`src/rtl/seout_demux.sv`:
```
// Receive-side demux for the serialized update stream: steers each 64-bit
// update to one of eight per-lane FIFOs and drains each lane independently.
module seout_demux #(
  parameter int FIFO_DEPTH   = 8,
  parameter int STALL_THRESH = FIFO_DEPTH - 2,
  parameter int LANE_SEL_LSB = 32
) (
  input  logic        clk,
  input  logic        rst,
  input  logic [63:0] input_word,
  input  logic        input_valid,
  input  logic        lane_stall0,
  input  logic        lane_stall1,
  input  logic        lane_stall2,
  input  logic        lane_stall3,
  input  logic        lane_stall4,
  input  logic        lane_stall5,
  input  logic        lane_stall6,
  input  logic        lane_stall7,
  output logic [63:0] output_update0,
  output logic [63:0] output_update1,
  output logic [63:0] output_update2,
  output logic [63:0] output_update3,
  output logic [63:0] output_update4,
  output logic [63:0] output_update5,
  output logic [63:0] output_update6,
  output logic [63:0] output_update7,
  output logic        output_valid0,
  output logic        output_valid1,
  output logic        output_valid2,
  output logic        output_valid3,
  output logic        output_valid4,
  output logic        output_valid5,
  output logic        output_valid6,
  output logic        output_valid7,
  output logic        ge_stall_request,
  output logic        overflow
);

  localparam int NL    = 8;
  localparam int PTR_W = $clog2(FIFO_DEPTH);
  localparam int CNT_W = PTR_W + 1;

  logic [63:0]      in_word_q;
  logic             in_valid_q;
  logic [2:0]       sel_s;
  logic [NL-1:0]    stall_s;
  logic [NL-1:0]    full_s;
  logic [NL-1:0]    pop_s;
  logic [NL-1:0]    push_s;
  logic [NL-1:0]    ovf_hit_s;
  logic [63:0]      mem_q    [NL][FIFO_DEPTH];
  logic [PTR_W-1:0] wr_ptr_q [NL];
  logic [PTR_W-1:0] rd_ptr_q [NL];
  logic [CNT_W-1:0] cnt_q    [NL];
  logic [CNT_W-1:0] cnt_d    [NL];
  logic [63:0]      upd_q    [NL];
  logic [NL-1:0]    vld_q;
  logic             stall_req_q;
  logic             stall_req_d;
  logic             ovf_q;
  logic             ovf_d;

  assign stall_s = {lane_stall7, lane_stall6, lane_stall5, lane_stall4,
                    lane_stall3, lane_stall2, lane_stall1, lane_stall0};
  assign sel_s   = in_word_q[LANE_SEL_LSB +: 3];

  // Per-lane push/pop decisions, occupancy next-state and stall/overflow flags.
  always_comb begin
    stall_req_d = 1'b0;
    ovf_d       = ovf_q;
    full_s      = {NL{1'b0}};
    pop_s       = {NL{1'b0}};
    push_s      = {NL{1'b0}};
    ovf_hit_s   = {NL{1'b0}};
    for (int l = 0; l < NL; l++) begin
      cnt_d[l]  = cnt_q[l];
      full_s[l] = (cnt_q[l] == CNT_W'(FIFO_DEPTH));
      pop_s[l]  = (cnt_q[l] != {CNT_W{1'b0}}) && !stall_s[l];
      // A full lane still takes the word when its head leaves on the same edge.
      if (in_valid_q && (sel_s == 3'(l))) begin
        push_s[l]    = !full_s[l] || pop_s[l];
        ovf_hit_s[l] = full_s[l] && !pop_s[l];
      end else begin
        push_s[l]    = 1'b0;
        ovf_hit_s[l] = 1'b0;
      end
      case ({push_s[l], pop_s[l]})
        2'b10:   cnt_d[l] = cnt_q[l] + CNT_W'(1);
        2'b01:   cnt_d[l] = cnt_q[l] - CNT_W'(1);
        default: cnt_d[l] = cnt_q[l];
      endcase
      if (cnt_q[l] >= CNT_W'(STALL_THRESH)) begin
        stall_req_d = 1'b1;
      end else begin
        stall_req_d = stall_req_d;
      end
    end
    if (|ovf_hit_s) begin
      ovf_d = 1'b1;
    end else begin
      ovf_d = ovf_q;
    end
  end

  // Lane FIFO storage; contents need no reset since occupancy gates every read.
  always_ff @(posedge clk) begin
    for (int l = 0; l < NL; l++) begin
      if (push_s[l]) begin
        mem_q[l][wr_ptr_q[l]] <= in_word_q;
      end
    end
  end

  // Input stage, pointers, occupancy and registered lane outputs.
  always_ff @(posedge clk) begin
    if (rst) begin
      in_word_q   <= 64'd0;
      in_valid_q  <= 1'b0;
      vld_q       <= {NL{1'b0}};
      stall_req_q <= 1'b0;
      ovf_q       <= 1'b0;
      for (int l = 0; l < NL; l++) begin
        wr_ptr_q[l] <= {PTR_W{1'b0}};
        rd_ptr_q[l] <= {PTR_W{1'b0}};
        cnt_q[l]    <= {CNT_W{1'b0}};
        upd_q[l]    <= 64'd0;
      end
    end else begin
      in_word_q   <= input_word;
      in_valid_q  <= input_valid;
      vld_q       <= pop_s;
      stall_req_q <= stall_req_d;
      ovf_q       <= ovf_d;
      for (int l = 0; l < NL; l++) begin
        cnt_q[l] <= cnt_d[l];
        if (push_s[l]) begin
          wr_ptr_q[l] <= wr_ptr_q[l] + PTR_W'(1);
        end
        if (pop_s[l]) begin
          rd_ptr_q[l] <= rd_ptr_q[l] + PTR_W'(1);
          upd_q[l]    <= mem_q[l][rd_ptr_q[l]];
        end
      end
    end
  end

  assign output_update0   = upd_q[0];
  assign output_update1   = upd_q[1];
  assign output_update2   = upd_q[2];
  assign output_update3   = upd_q[3];
  assign output_update4   = upd_q[4];
  assign output_update5   = upd_q[5];
  assign output_update6   = upd_q[6];
  assign output_update7   = upd_q[7];
  assign output_valid0    = vld_q[0];
  assign output_valid1    = vld_q[1];
  assign output_valid2    = vld_q[2];
  assign output_valid3    = vld_q[3];
  assign output_valid4    = vld_q[4];
  assign output_valid5    = vld_q[5];
  assign output_valid6    = vld_q[6];
  assign output_valid7    = vld_q[7];
  assign ge_stall_request = stall_req_q;
  assign overflow         = ovf_q;

endmodule

```
`config.mk`:
```
export PLATFORM = sky130hd
export DESIGN_NAME = seout_demux
export DESIGN_NICKNAME = d
export VERILOG_FILES = /design/src/rtl/seout_demux.sv
export SDC_FILE = /design/constraint.sdc
export NUM_CORES = 2
export LEC_CHECK = 0
export CAP_MARGIN = 10
export CORE_MARGIN = 4
export CORE_UTILIZATION = 30
export DETAILED_ROUTE_END_ITERATION = 10
export PLACE_DENSITY = 0.55
export RECOVER_POWER = 25
export SLEW_MARGIN = 20
export SYNTH_ARGS = -nofsm -noshare
export SYNTH_HDL_FRONTEND = slang
export SYNTH_MEMORY_MAX_BITS = 65536
export SYNTH_SLANG_ARGS = --single-unit
export TNS_END_PERCENT = 30
```
`constraint.sdc`:
```
create_clock -name clk -period 10.5 [get_ports clk]
set_input_delay 2.625 -clock clk [delete_from_list [all_inputs] [get_ports clk]]
set_output_delay 2.625 -clock clk [all_outputs]
set_load 0.05 [all_outputs]
```
==> out/results.ini <==
[run_status]
status=complete, but fails checks
violations=max-capacitance violations, max-slew violations

[clock_network]
clk_pin_slew_ps=60
clockBufferDepth=4
cts_hold_buf=0
htreeDepth=6
root_buffer=clkbuf_16
cts_tree=yes
cts_made_buffers=520
ctsResizeCount=0
cts_sinks=4763
cts_setup_buffers=0
insertion_delay_ps=1060

[logic_synthesis]
yosysMostFrequentCell=edfxtp_1
ys.flop_type=edfxtp_1
synth_cell_types=51
synth_top_area_cell=edfxtp_1
syn_nets=7827
synth_edf_count=4656
netlist_area_um2=177000
synth_common_cells=4656 x edfxtp_1, 1025 x mux4_2, 616 x nor2_1, 524 x mux2i_1, 180 x buf_2
ys_seq_area_frac=0.801
ys_warn_count=0
syn-instance-count=7712
syn_area_per_cell_um2=23.0
synth_top_area_frac=0.789
synth_area_leaders=edfxtp_1 79%, mux4_2 13%, mux2i_1 3.0%
ys_async_sr_fraction=0
ys_ff_latch=4763

[run]
drv_cap=80

[routing]
vias_per_cell=4.78
drt-initial-drc-count=8409
drcViolationCount=0
dr.pass1.iters=6
wl_um=477000
drt.antenna.violating_nets=0
dr_total_vias=80600
wl_per_cell_um=28.3

[global_routing]
grt_max_degree=133
globalRouteTotalUtil=0.154
grt_pass1_wl_um=658000
grt_pass1_vias=82900
antenna_found_initial=65
grt_overflow=0

[power]
leakage_nw=66.0
pwr-share-comb=0.113
p_int_w=0.0335
ir_drop_mv=0.176
p_clk_frac=0.398
seq_power_share=0.488
switchingPower_w=0.0113
p_sw_frac=0.252
p_per_area_nw_per_um2=214

[sta]
slew_viol_final=3767
clock_skew_ps=53.9
setup_tns_ps=0
finalSetupViolations=0
fmax_mhz=174
slew_headroom=-2.35
fin_crit_sh=0.548
min_period_ps=5760
worst_pin_slew_ps=5030
hold_viol=0
rsz0062_at_grt=no

[place]
portBuffers=596
place_area_um2=193000
place_congestion=0.768
dp_hpwl_um=267000

[setup_path]
r2r_end=mem_q[1][1801]$_DFFE_PP_
setup.worst_path.end_class=register
start_kind=register
path_class=register to register
required_ps=11170
r2r_start=in_word_q[33]$_SDFF_PP0_
reg2reg_setup_slack_ps=4740
crit_arrival_ps=6430
path_max_fanout=41
r2r_cells=6
cp-startpoint=in_word_q[33]$_SDFF_PP0_
endpoint=mem_q[1][1801]$_DFFE_PP_

[die]
fp-row-count=281
fp.dieH_um=776
io-pin-count=597
start_util=0.302
fp.dieArea_um2=603000
die_w_um=776
core_area_um2=587000

[cells_and_area]
fin_area_um2=210000
n_fill_cell=53600
register_area_um2=142000
nets=8751
area_delta_synth_final_pct=18.5
layout-drive-gt1-share=0.220
multi_input_area_um2=34000

[worst_hold_path]
hold_path_class=register to register

==> how the worst min path moves through the flow <==
stage	startpoint	slack, ps	endpoint	cells past startpoint
after detailed placement	in_word_q[42]$_SDFF_PP0_	440	mem_q[1][234]$_DFFE_PP_	0
after floorplan	cnt_q[1][2]$_SDFFE_PP0P_	510	cnt_q[1][2]$_SDFFE_PP0P_	2
after CTS	in_word_q[42]$_SDFF_PP0_	450	mem_q[1][234]$_DFFE_PP_	0
after global routing	in_word_q[42]$_SDFF_PP0_	490	mem_q[1][234]$_DFFE_PP_	0
after global placement	in_word_q[42]$_SDFF_PP0_	440	mem_q[1][234]$_DFFE_PP_	0
final	in_word_q[42]$_SDFF_PP0_	470	mem_q[1][234]$_DFFE_PP_	0
==> per-stage QoR <==
| step | cells | total power, W | worst slack [ps] | hold WS [ps] | util |
|---|---|---|---|---|---|
| floorplan | 7712 | 0.0253 | 693 | 512 | - |
| global placement | 15900 | 0.0275 | 4160 | 438 | 0.329 |
| detailed placement | 15900 | 0.0275 | 4210 | 435 | 0.329 |
| CTS | 16800 | 0.0455 | 5040 | 451 | 0.358 |
| global route | 16800 | 0.0465 | 4350 | 488 | 0.357 |
| finish | 16900 | 0.0449 | 4740 | 472 | 0.358 |
==> cell families (layout without fill, tap and decap cells) <==
logic type	after synthesis	after routing	share of synthesized area
XOR/XNOR	45	45	0.00222
adder cells (fa/ha/maj)	40	40	0.00291
multiplexers	1550	1550	0.160
AO/OA/AOI/OAI	58	58	0.00191
flip-flops	4763	4763	0.801
buffers and inverters	390	1711	0.00980
other	0	46	0
AND/OR/NAND/NOR	866	866	0.0219
==> power groups by stage <==
stage          combinational [W]  clock [W]  sequential (W)
6_report                 0.00509     0.0179          0.0219
5_1_grt                  0.00539     0.0192          0.0220
4_1_cts                  0.00521     0.0184          0.0220
3_5_place_dp             0.00519          0          0.0224
3_3_place_gp             0.00515          0          0.0223
2_1_floorplan            0.00232          0          0.0230
==> flip-flops by register name (all words and copies together), names as in the netlist, 8 cells and up <==
name,flops
cnt_q,32
mem_q,4096
upd_q,512
in_word_q,64
rd_ptr_q,24
vld_q,8
wr_ptr_q,24
==> worst max-delay path, cell delays in order, from the launching register on <==
cell,delay (ps)
dfxtp_1,1830
buf_4,720
nand2_1,470
nor3_1,400
nand2_1,290
nor2_4,790
buf_4,690
==> per-layer routing <==
metal  global-route usage  share of wire
met1                0.211           0.42
met2                0.254           0.48
met3               0.0284          0.070
met4               0.0374          0.026
met5                    0        0.00016
==> layout by cell type, fill, tap and decap left out, types with 19 or more instances in the layout <==
cell type        count
edfxtp_1          4656
mux4_2            1025
clkdlybuf4s50_1    595
nor2_1             571
clkbuf_16          531
mux2i_1            524
clkbuf_1           143
buf_4              133
dfxtp_1            100
clkinv_1            91
nor2b_1             76
clkinv_2            63
diode_2             46
nor2_4              45
ha_1                38
bufinv_16           37
nand2b_1            30
xnor2_1             26
nand2_1             23
a21oi_1             22
inv_1               19
xor2_1              19
==> area by class of cell <==
type,count,area share
timing repair buffer,773,0.0352
sequential,4763,0.676
tap,7782,0.0464
antenna,46,0.000548
clock buffer,647,0.0654
inverter,19,0.000340
multi-input combinational,2559,0.162
clock inverter,272,0.0142
(Power assumes the default switching activity.)
